--- src/rtl/memory_access_stage_pkg.sv ---
// Shared definitions for the memory access stage: funct3 encodings, FSM states,
// access-width decode and the MEM/WB record layout.
package mem_pkg;

  localparam logic [2:0] F3_LB  = 3'b000;
  localparam logic [2:0] F3_LH  = 3'b001;
  localparam logic [2:0] F3_LW  = 3'b010;
  localparam logic [2:0] F3_LBU = 3'b100;
  localparam logic [2:0] F3_LHU = 3'b101;
  localparam logic [2:0] F3_SB  = 3'b000;
  localparam logic [2:0] F3_SH  = 3'b001;
  localparam logic [2:0] F3_SW  = 3'b010;

  localparam int unsigned TIMEOUT_DEFAULT = 255;

  typedef enum logic [1:0] {
    ST_IDLE = 2'd0,
    ST_BUSY = 2'd1,
    ST_DONE = 2'd2
  } state_t;

  typedef enum logic [1:0] {
    W_BYTE = 2'd0,
    W_HALF = 2'd1,
    W_WORD = 2'd2
  } width_t;

  // Width comes from funct3[1:0] only; the spare codes 011/110/111 land on word.
  function automatic width_t access_width(input logic [2:0] f3);
    case (f3[1:0])
      F3_SB[1:0]: return W_BYTE;
      F3_SH[1:0]: return W_HALF;
      F3_SW[1:0]: return W_WORD;
      default:    return W_WORD;
    endcase
  endfunction

  typedef struct packed {
    logic [4:0]  rd;
    logic [31:0] alu_out;
    logic [31:0] rd_data;
    logic [1:0]  wb_sel;
    logic [31:0] pc;
    logic        is_load;
  } memwb_t;

endpackage

--- src/rtl/memory_access_stage_if.sv ---
// Data-memory request/response bus between the MEM stage (master) and memory (slave).
interface dmem_if;
  logic        dmem_req_o;
  logic        dmem_we_o;
  logic [29:0] dmem_addr_o;
  logic [3:0]  dmem_be_o;
  logic [31:0] dmem_wdata_o;
  logic [31:0] dmem_rdata_i;
  logic        dmem_ack_i;

  modport master (
    output dmem_req_o, dmem_we_o, dmem_addr_o, dmem_be_o, dmem_wdata_o,
    input  dmem_rdata_i, dmem_ack_i
  );

  modport slave (
    input  dmem_req_o, dmem_we_o, dmem_addr_o, dmem_be_o, dmem_wdata_o,
    output dmem_rdata_i, dmem_ack_i
  );
endinterface

--- src/rtl/load_store_aligner.sv ---
// Combinational lane logic: store byte enables and replication, load lane
// select with sign/zero extension, and alignment check.
module load_store_aligner
  import mem_pkg::*;
(
  input  logic [2:0]  funct3,
  input  logic [1:0]  offset,
  input  logic [31:0] store_data,
  input  logic [31:0] load_word,
  output logic [3:0]  store_be,
  output logic [31:0] store_wdata,
  output logic [31:0] load_data,
  output logic        misaligned
);

  width_t      width;
  logic [7:0]  lane_b;
  logic [15:0] lane_h;

  assign width  = access_width(funct3);
  assign lane_b = load_word[{offset, 3'b000} +: 8];
  assign lane_h = offset[1] ? load_word[31:16] : load_word[15:0];

  always_comb begin
    store_be    = 4'b1111;
    store_wdata = store_data;
    misaligned  = 1'b0;
    case (width)
      W_BYTE: begin
        store_be    = 4'b0001 << offset;
        store_wdata = {4{store_data[7:0]}};
      end
      W_HALF: begin
        store_be    = 4'b0011 << {offset[1], 1'b0};
        store_wdata = {2{store_data[15:0]}};
        misaligned  = offset[0];
      end
      default: misaligned = (offset != 2'b00);
    endcase
  end

  always_comb begin
    case (funct3)
      F3_LB:   load_data = {{24{lane_b[7]}}, lane_b};
      F3_LBU:  load_data = {24'h0, lane_b};
      F3_LH:   load_data = {{16{lane_h[15]}}, lane_h};
      F3_LHU:  load_data = {16'h0, lane_h};
      F3_LW:   load_data = load_word;
      default: load_data = load_word;
    endcase
  end

endmodule

--- src/rtl/memory_access_stage.sv ---
// MEM pipeline stage: IDLE/BUSY/DONE handshake with data memory and the MEM/WB register.
// Optional MEM_TIMEOUT_EN adds a BUSY-cycle watchdog that ends the access with bus_err_o.
module memory_access_stage
  import mem_pkg::*;
#(
  parameter int unsigned TIMEOUT_CYCLES = TIMEOUT_DEFAULT
) (
  input  logic        clk_i,
  input  logic        rst_ni,
  input  logic [31:0] alu_out_i,
  input  logic [31:0] rs2_i,
  input  logic [2:0]  funct3_i,
  input  logic        is_load_i,
  input  logic        is_store_i,
  input  logic [4:0]  rd_i,
  input  logic [1:0]  wb_sel_i,
  input  logic [31:0] pc_i,
  dmem_if.master      dmem,
  output logic        busywait_o,
  output logic [4:0]  rd_mem_wb_o,
  output logic [31:0] alu_out_mem_wb_o,
  output logic [31:0] rd_data_mem_wb_o,
  output logic [1:0]  wb_sel_mem_wb_o,
  output logic [31:0] pc_mem_wb_o,
  output logic        is_load_instr_mem_wb_o,
  output logic        misaligned_o,
  output logic        bus_err_o
);

  if (TIMEOUT_CYCLES < 1 || TIMEOUT_CYCLES > 255) begin : g_bad_timeout
    $error("TIMEOUT_CYCLES must be within 1..255 (8-bit counter)");
  end

  state_t      state;
  logic [4:0]  rd_q;
  logic [31:0] alu_q;
  logic [1:0]  wb_sel_q;
  logic [31:0] pc_q;
  logic        is_load_q;
  logic [2:0]  f3_q;
  logic        we_q;
  logic [3:0]  be_q;
  logic [31:0] wdata_q;
  logic [31:0] rdata_q;
  memwb_t      memwb_q;

  logic        mem_op, start, tmo_hit;
  logic [2:0]  al_f3;
  logic [1:0]  al_off;
  logic [3:0]  al_be;
  logic [31:0] al_wdata, al_load;
  logic        al_misal;

  // In IDLE the aligner sees the live EX/MEM fields; afterwards the latched access.
  assign al_f3  = (state == ST_IDLE) ? funct3_i       : f3_q;
  assign al_off = (state == ST_IDLE) ? alu_out_i[1:0] : alu_q[1:0];

  load_store_aligner u_aligner (
    .funct3      (al_f3),
    .offset      (al_off),
    .store_data  (rs2_i),
    .load_word   (dmem.dmem_rdata_i),
    .store_be    (al_be),
    .store_wdata (al_wdata),
    .load_data   (al_load),
    .misaligned  (al_misal)
  );

  assign mem_op     = is_load_i | is_store_i;
  assign start      = (state == ST_IDLE) && mem_op && !al_misal;
  assign busywait_o = start || (state == ST_BUSY);

  assign dmem.dmem_req_o   = (state == ST_BUSY);
  assign dmem.dmem_we_o    = we_q;
  assign dmem.dmem_addr_o  = alu_q[31:2];
  assign dmem.dmem_be_o    = be_q;
  assign dmem.dmem_wdata_o = wdata_q;

`ifdef MEM_TIMEOUT_EN
  localparam logic [7:0] TMO_LAST = 8'(TIMEOUT_CYCLES - 1);
  logic [7:0] tmo_cnt;

  assign tmo_hit = (state == ST_BUSY) && !dmem.dmem_ack_i && (tmo_cnt == TMO_LAST);

  always_ff @(posedge clk_i) begin
    if (!rst_ni) begin
      tmo_cnt   <= '0;
      bus_err_o <= 1'b0;
    end else begin
      tmo_cnt   <= (state == ST_BUSY) ? tmo_cnt + 8'd1 : 8'd0;
      bus_err_o <= tmo_hit;
    end
  end
`else
  assign tmo_hit   = 1'b0;
  assign bus_err_o = 1'b0;
`endif

  always_ff @(posedge clk_i) begin
    if (!rst_ni) begin
      state        <= ST_IDLE;
      rd_q         <= '0;
      alu_q        <= '0;
      wb_sel_q     <= '0;
      pc_q         <= '0;
      is_load_q    <= 1'b0;
      f3_q         <= '0;
      we_q         <= 1'b0;
      be_q         <= '0;
      wdata_q      <= '0;
      rdata_q      <= '0;
      misaligned_o <= 1'b0;
    end else begin
      misaligned_o <= (state == ST_IDLE) && mem_op && al_misal;
      case (state)
        ST_IDLE: if (start) begin
          state     <= ST_BUSY;
          rd_q      <= rd_i;
          alu_q     <= alu_out_i;
          wb_sel_q  <= wb_sel_i;
          pc_q      <= pc_i;
          is_load_q <= is_load_i;
          f3_q      <= funct3_i;
          we_q      <= is_store_i;
          be_q      <= is_store_i ? al_be : 4'b1111;
          wdata_q   <= al_wdata;
        end
        ST_BUSY: begin
          if (dmem.dmem_ack_i) begin
            rdata_q <= is_load_q ? al_load : 32'h0;
            state   <= ST_DONE;
          end else if (tmo_hit) begin
            rdata_q <= 32'h0;
            state   <= ST_DONE;
          end
        end
        ST_DONE: state <= ST_IDLE;
        default: state <= ST_IDLE;
      endcase
    end
  end

  // Stalled cycles push a bubble (rd/is_load cleared) while the rest holds.
  always_ff @(posedge clk_i) begin
    if (!rst_ni) begin
      memwb_q <= '0;
    end else if (busywait_o) begin
      memwb_q.rd      <= '0;
      memwb_q.is_load <= 1'b0;
    end else if (state == ST_DONE) begin
      memwb_q <= '{rd: rd_q, alu_out: alu_q, rd_data: rdata_q,
                   wb_sel: wb_sel_q, pc: pc_q, is_load: is_load_q};
    end else begin
      memwb_q <= '{rd: rd_i, alu_out: alu_out_i, rd_data: 32'h0,
                   wb_sel: wb_sel_i, pc: pc_i, is_load: is_load_i};
    end
  end

  assign rd_mem_wb_o            = memwb_q.rd;
  assign alu_out_mem_wb_o       = memwb_q.alu_out;
  assign rd_data_mem_wb_o       = memwb_q.rd_data;
  assign wb_sel_mem_wb_o        = memwb_q.wb_sel;
  assign pc_mem_wb_o            = memwb_q.pc;
  assign is_load_instr_mem_wb_o = memwb_q.is_load;

endmodule

--- src/flat_wrapper.sv ---
// flat-port wrapper written by rule: the top's interface ports become plain ports
module memory_access_stage_flat import mem_pkg::*;
#(
  parameter int unsigned TIMEOUT_CYCLES = TIMEOUT_DEFAULT
)
  (clk_i, rst_ni, alu_out_i, rs2_i, funct3_i, is_load_i, is_store_i, rd_i, wb_sel_i, pc_i, busywait_o, rd_mem_wb_o, alu_out_mem_wb_o, rd_data_mem_wb_o, wb_sel_mem_wb_o, pc_mem_wb_o, is_load_instr_mem_wb_o, misaligned_o, bus_err_o, dmem_dmem_req_o, dmem_dmem_we_o, dmem_dmem_addr_o, dmem_dmem_be_o, dmem_dmem_wdata_o, dmem_dmem_rdata_i, dmem_dmem_ack_i);
  dmem_if dmem_i ();
  input  logic clk_i;
  input  logic rst_ni;
  input  logic [31:0] alu_out_i;
  input  logic [31:0] rs2_i;
  input  logic [2:0] funct3_i;
  input  logic is_load_i;
  input  logic is_store_i;
  input  logic [4:0] rd_i;
  input  logic [1:0] wb_sel_i;
  input  logic [31:0] pc_i;
  output logic busywait_o;
  output logic [4:0] rd_mem_wb_o;
  output logic [31:0] alu_out_mem_wb_o;
  output logic [31:0] rd_data_mem_wb_o;
  output logic [1:0] wb_sel_mem_wb_o;
  output logic [31:0] pc_mem_wb_o;
  output logic is_load_instr_mem_wb_o;
  output logic misaligned_o;
  output logic bus_err_o;
  output wire logic [$bits(dmem_i.dmem_req_o)-1:0] dmem_dmem_req_o;
  output wire logic [$bits(dmem_i.dmem_we_o)-1:0] dmem_dmem_we_o;
  output wire logic [$bits(dmem_i.dmem_addr_o)-1:0] dmem_dmem_addr_o;
  output wire logic [$bits(dmem_i.dmem_be_o)-1:0] dmem_dmem_be_o;
  output wire logic [$bits(dmem_i.dmem_wdata_o)-1:0] dmem_dmem_wdata_o;
  input wire logic [$bits(dmem_i.dmem_rdata_i)-1:0] dmem_dmem_rdata_i;
  input wire logic [$bits(dmem_i.dmem_ack_i)-1:0] dmem_dmem_ack_i;
  assign dmem_dmem_req_o = dmem_i.dmem_req_o;
  assign dmem_dmem_we_o = dmem_i.dmem_we_o;
  assign dmem_dmem_addr_o = dmem_i.dmem_addr_o;
  assign dmem_dmem_be_o = dmem_i.dmem_be_o;
  assign dmem_dmem_wdata_o = dmem_i.dmem_wdata_o;
  assign dmem_i.dmem_rdata_i = dmem_dmem_rdata_i;
  assign dmem_i.dmem_ack_i = dmem_dmem_ack_i;
  memory_access_stage #(.TIMEOUT_CYCLES(TIMEOUT_CYCLES)) u_core (.clk_i(clk_i), .rst_ni(rst_ni), .alu_out_i(alu_out_i), .rs2_i(rs2_i), .funct3_i(funct3_i), .is_load_i(is_load_i), .is_store_i(is_store_i), .rd_i(rd_i), .wb_sel_i(wb_sel_i), .pc_i(pc_i), .dmem(dmem_i), .busywait_o(busywait_o), .rd_mem_wb_o(rd_mem_wb_o), .alu_out_mem_wb_o(alu_out_mem_wb_o), .rd_data_mem_wb_o(rd_data_mem_wb_o), .wb_sel_mem_wb_o(wb_sel_mem_wb_o), .pc_mem_wb_o(pc_mem_wb_o), .is_load_instr_mem_wb_o(is_load_instr_mem_wb_o), .misaligned_o(misaligned_o), .bus_err_o(bus_err_o));
endmodule
--- config.mk ---
export PLATFORM = sky130hd
export DESIGN_NAME = memory_access_stage_flat
export DESIGN_NICKNAME = d
export VERILOG_FILES = /design/src/rtl/memory_access_stage_pkg.sv /design/src/rtl/memory_access_stage_if.sv /design/src/rtl/load_store_aligner.sv /design/src/rtl/memory_access_stage.sv /design/src/flat_wrapper.sv
export SDC_FILE = /design/constraint.sdc
export NUM_CORES = 1
export LEC_CHECK = 0
export ABC_AREA = 1
export ABC_CLOCK_PERIOD_IN_PS = 2050
export CAP_MARGIN = 25
export CORE_MARGIN = 10
export CORE_UTILIZATION = 40
export CTS_CLUSTER_DIAMETER = 30
export DETAILED_ROUTE_END_ITERATION = 8
export PLACE_DENSITY = 0.7
export SYNTH_ARGS = -nofsm -noshare
export SYNTH_HDL_FRONTEND = slang
export SYNTH_SLANG_ARGS = --single-unit
--- constraint.sdc ---
create_clock -name clk_i -period 2.05 [get_ports clk_i]
set_clock_uncertainty 0.1 [all_clocks]
set_input_delay 0.205 -clock clk_i [delete_from_list [all_inputs] [get_ports clk_i]]
set_output_delay 0.205 -clock clk_i [all_outputs]
set_load 0.02 [all_outputs]
==> metrics <==
most frequent cells in the layout nand2_1, clkdlybuf4s50_1, dfxtp_1, o21ai_0, a21oi_1; commonest non-fill, non-tap cell in the layout nand2_1; vias in the first global route ~11000; Final Wtd Congestion 0.880; CP max-delay cell dfxtp_2; Synth Warn # 0; Clk Latency, worst-skew pair around 0.57 ns; Net count, final 1946; Hold Path Class primary input to flip-flop; startpoint types flip-flop; Worst-path clk slew ~0.050 ns; # IOs ~320; r2r worst-path depth 12; Post-Synthesis Cell Area about 0.011 sq mm; syn avg cell area 7.23 sq um; TritonCTS clock tree done; failing checks negative setup slack; post-synthesis register bit count about 250; Final ANT Viol Nets 0; Starting Density 0.410; DR pass1 iterations 5; Arr. time, crit path between 1.5 and 2 ns; vias 11100; setup violators final 1; critical path type flip-flop to primary output; synth unique cells 28; pwr dens around 1600 mW/mm^2; initial antenna violation count 2; crit path cell chain nor2_4, buf_4, o21ai_2, nand2_4, nand2_4, nand2_4, nand2_8, buf_6, buf_6; syn nets 1629; hold_sp is_load_i; core area 0.0262 sq mm; Synth Instances between 1000 and 1500; Post-Route WL 38.1 mm; DR vias/cell approximately 5.1; final number of max-transition violations 0; total gr overflow 0; CP Capture Type primary output; dpl hpwl 26.0 mm; mean routed wirelength per cell 17.4 um; Worst R2R Start u_core.state[1]; layout cells sized above 1 0.138; H-tree depth 2; die area about 0.034 sq mm; Max Clk Rate between 400 and 500 MHz; Final Critical Period roughly 2.2 ns; Worst EP required 1.75 ns; crit path from u_core.state[1]; placed insts 2067; Die X approximately 180 um; total CTS buffers 58; Final Hold Viols 0; Crit Path Max Fanout 6; I/O Buffers roughly 320; Chip Height roughly 180 um; Worst Slack Setup Final -0.120 ns; pre-CTS setup slack -0.0618 ns; leak pwr approximately 6.9 nW; Power, Total ~27 mW; Seq/Total Area, Yosys 0.468; Final Util 0.641; largest net degree at the start of global routing 89; Final period util 1.06; Remaining DRCs 0; clk sinks between 200 and 300; Max IR drop VDD 806 uV; GRT Util Overall 0.210; RSZ-0062 raised after global routing yes; # rows 59; area grow syn2layout 56.4%; hold depth 3; slowest stage delay, CP about 0.34 ns; Critical Path Most Common Cell nand2_4; final instance count without filler cells around 2200; # Max-Cap Violations 0; Clock Tree Buf Depth 3; outcome finished, violations left; first-pass GRT wire length around 57 mm; number of DRC markers in iteration 0 around 720; CTS root buf clkbuf_16
## synthesized netlist by cell type
cell type	number	area share
a21oi_1	171	0.080
a21oi_2	10	0.0082
buf_1	7	0.0024
buf_2	29	0.014
buf_4	36	0.025
buf_6	7	0.0073
buf_8	2	0.0028
clkbuf_1	53	0.019
clkinv_1	2	0.00070
conb_1	1	0.00035
dfxtp_1	251	0.47
inv_1	94	0.033
inv_2	6	0.0021
inv_4	1	0.00058
nand2_1	339	0.12
nand2_2	16	0.0093
nand2_4	2	0.0021
nand3_1	50	0.023
nand3_2	2	0.0019
nand4_1	6	0.0035
nor2_1	139	0.049
nor2_2	5	0.0029
o211a_1	12	0.011
o21ai_0	205	0.096
o21ai_1	22	0.010
o21ai_2	2	0.0016
o22ai_1	5	0.0029
or2_2	11	0.0064
## worst paths after layout
check | to | slack (ns)
worst max-delay path | busywait_o | -0.12
worst max register to register | u_core.pc_mem_wb_o[6] | 0.01
worst min register to register | u_core.pc_q[23] | 0.34
worst min-delay path | u_core.is_load_instr_mem_wb_o | 0.15
## cell type report
type	instances	area [sq um]
repair buffers	391	4020
diodes	1	2.50
clock buffers	68	1550
inverters	103	400
multi-input cells	998	4690
flip-flops and latches	251	5030
fillers	2206	9410
clock inverters	41	697
well taps	335	419
## kinds of logic (layout without fill, tap and decap cells)
| group | after synthesis | after routing | synth area share |
|---|---|---|---|
| AOI/OAI and AO/OA | 427 | 427 | 0.209 |
| and+or+nand+nor | 570 | 570 | 0.216 |
| other | 1 | 2 | 0.000349 |
| buffers and inverters | 237 | 603 | 0.106 |
| DFF | 251 | 251 | 0.468 |
## stage by stage
step           hold slack [ns]  area [sq um]  setup TNS, ns
6_report                 0.146         16800         -0.120
5_1_grt                  0.154         16800         -0.361
4_1_cts                  0.121         16600         -0.134
3_5_place_dp             0.337         14300          -2.71
3_3_place_gp             0.331         14300         -0.198
2_1_floorplan            0.241         10700              0
## where the power goes
group	leakage (nW)	internal [mW]	switching, mW
sequential	2.07	6.20	0.639
clock	1.08	7.53	2.96
combinational	3.75	4.13	5.59
total	6.89	17.9	9.20
## critical path: cells and delay by family, from the launching register on
kind,cells,cell delay [ns]
AOI/OAI and AO/OA,1,0.08
buffers and inverters,3,0.39
DFF,1,0.34
and+or+nand+nor,5,0.50
## metal layers
metal,vias up,global-route usage,share of wire
met2,423,0.356,0.48
met4,2,0.0718,0.025
met3,74,0.0802,0.10
met1,5104,0.235,0.39
met5,-,0,0.00047
li1,5464,-,-
## registers in the layout (all words and copies together), names as in the netlist
signal                         cells
u_core.alu_out_mem_wb_o           32
u_core.alu_q                      32
u_core.dmem.dmem_wdata_o          32
u_core.pc_mem_wb_o                32
u_core.pc_q                       32
u_core.rd_data_mem_wb_o           32
u_core.rdata_q                    32
u_core.rd_mem_wb_o                 5
u_core.rd_q                        5
u_core.dmem.dmem_be_o              4
u_core.f3_q                        3
u_core.state                       2
u_core.wb_sel_mem_wb_o             2
u_core.wb_sel_q                    2
u_core.dmem.dmem_we_o              1
u_core.is_load_instr_mem_wb_o      1
u_core.is_load_q                   1
u_core.misaligned_o                1
## timing repair
action / in CTS / in global routing
hold endpoints to repair: 20 / 0
gates cloned: 0 / 3
gates resized for setup: 11 / 49
pin swaps: 8 / 7
buffers inserted: 7 / 1
hold buffers: 1 / 0
setup endpoints to repair: 4 / 151
Note: power is estimated with default switching activity, not from simulation.
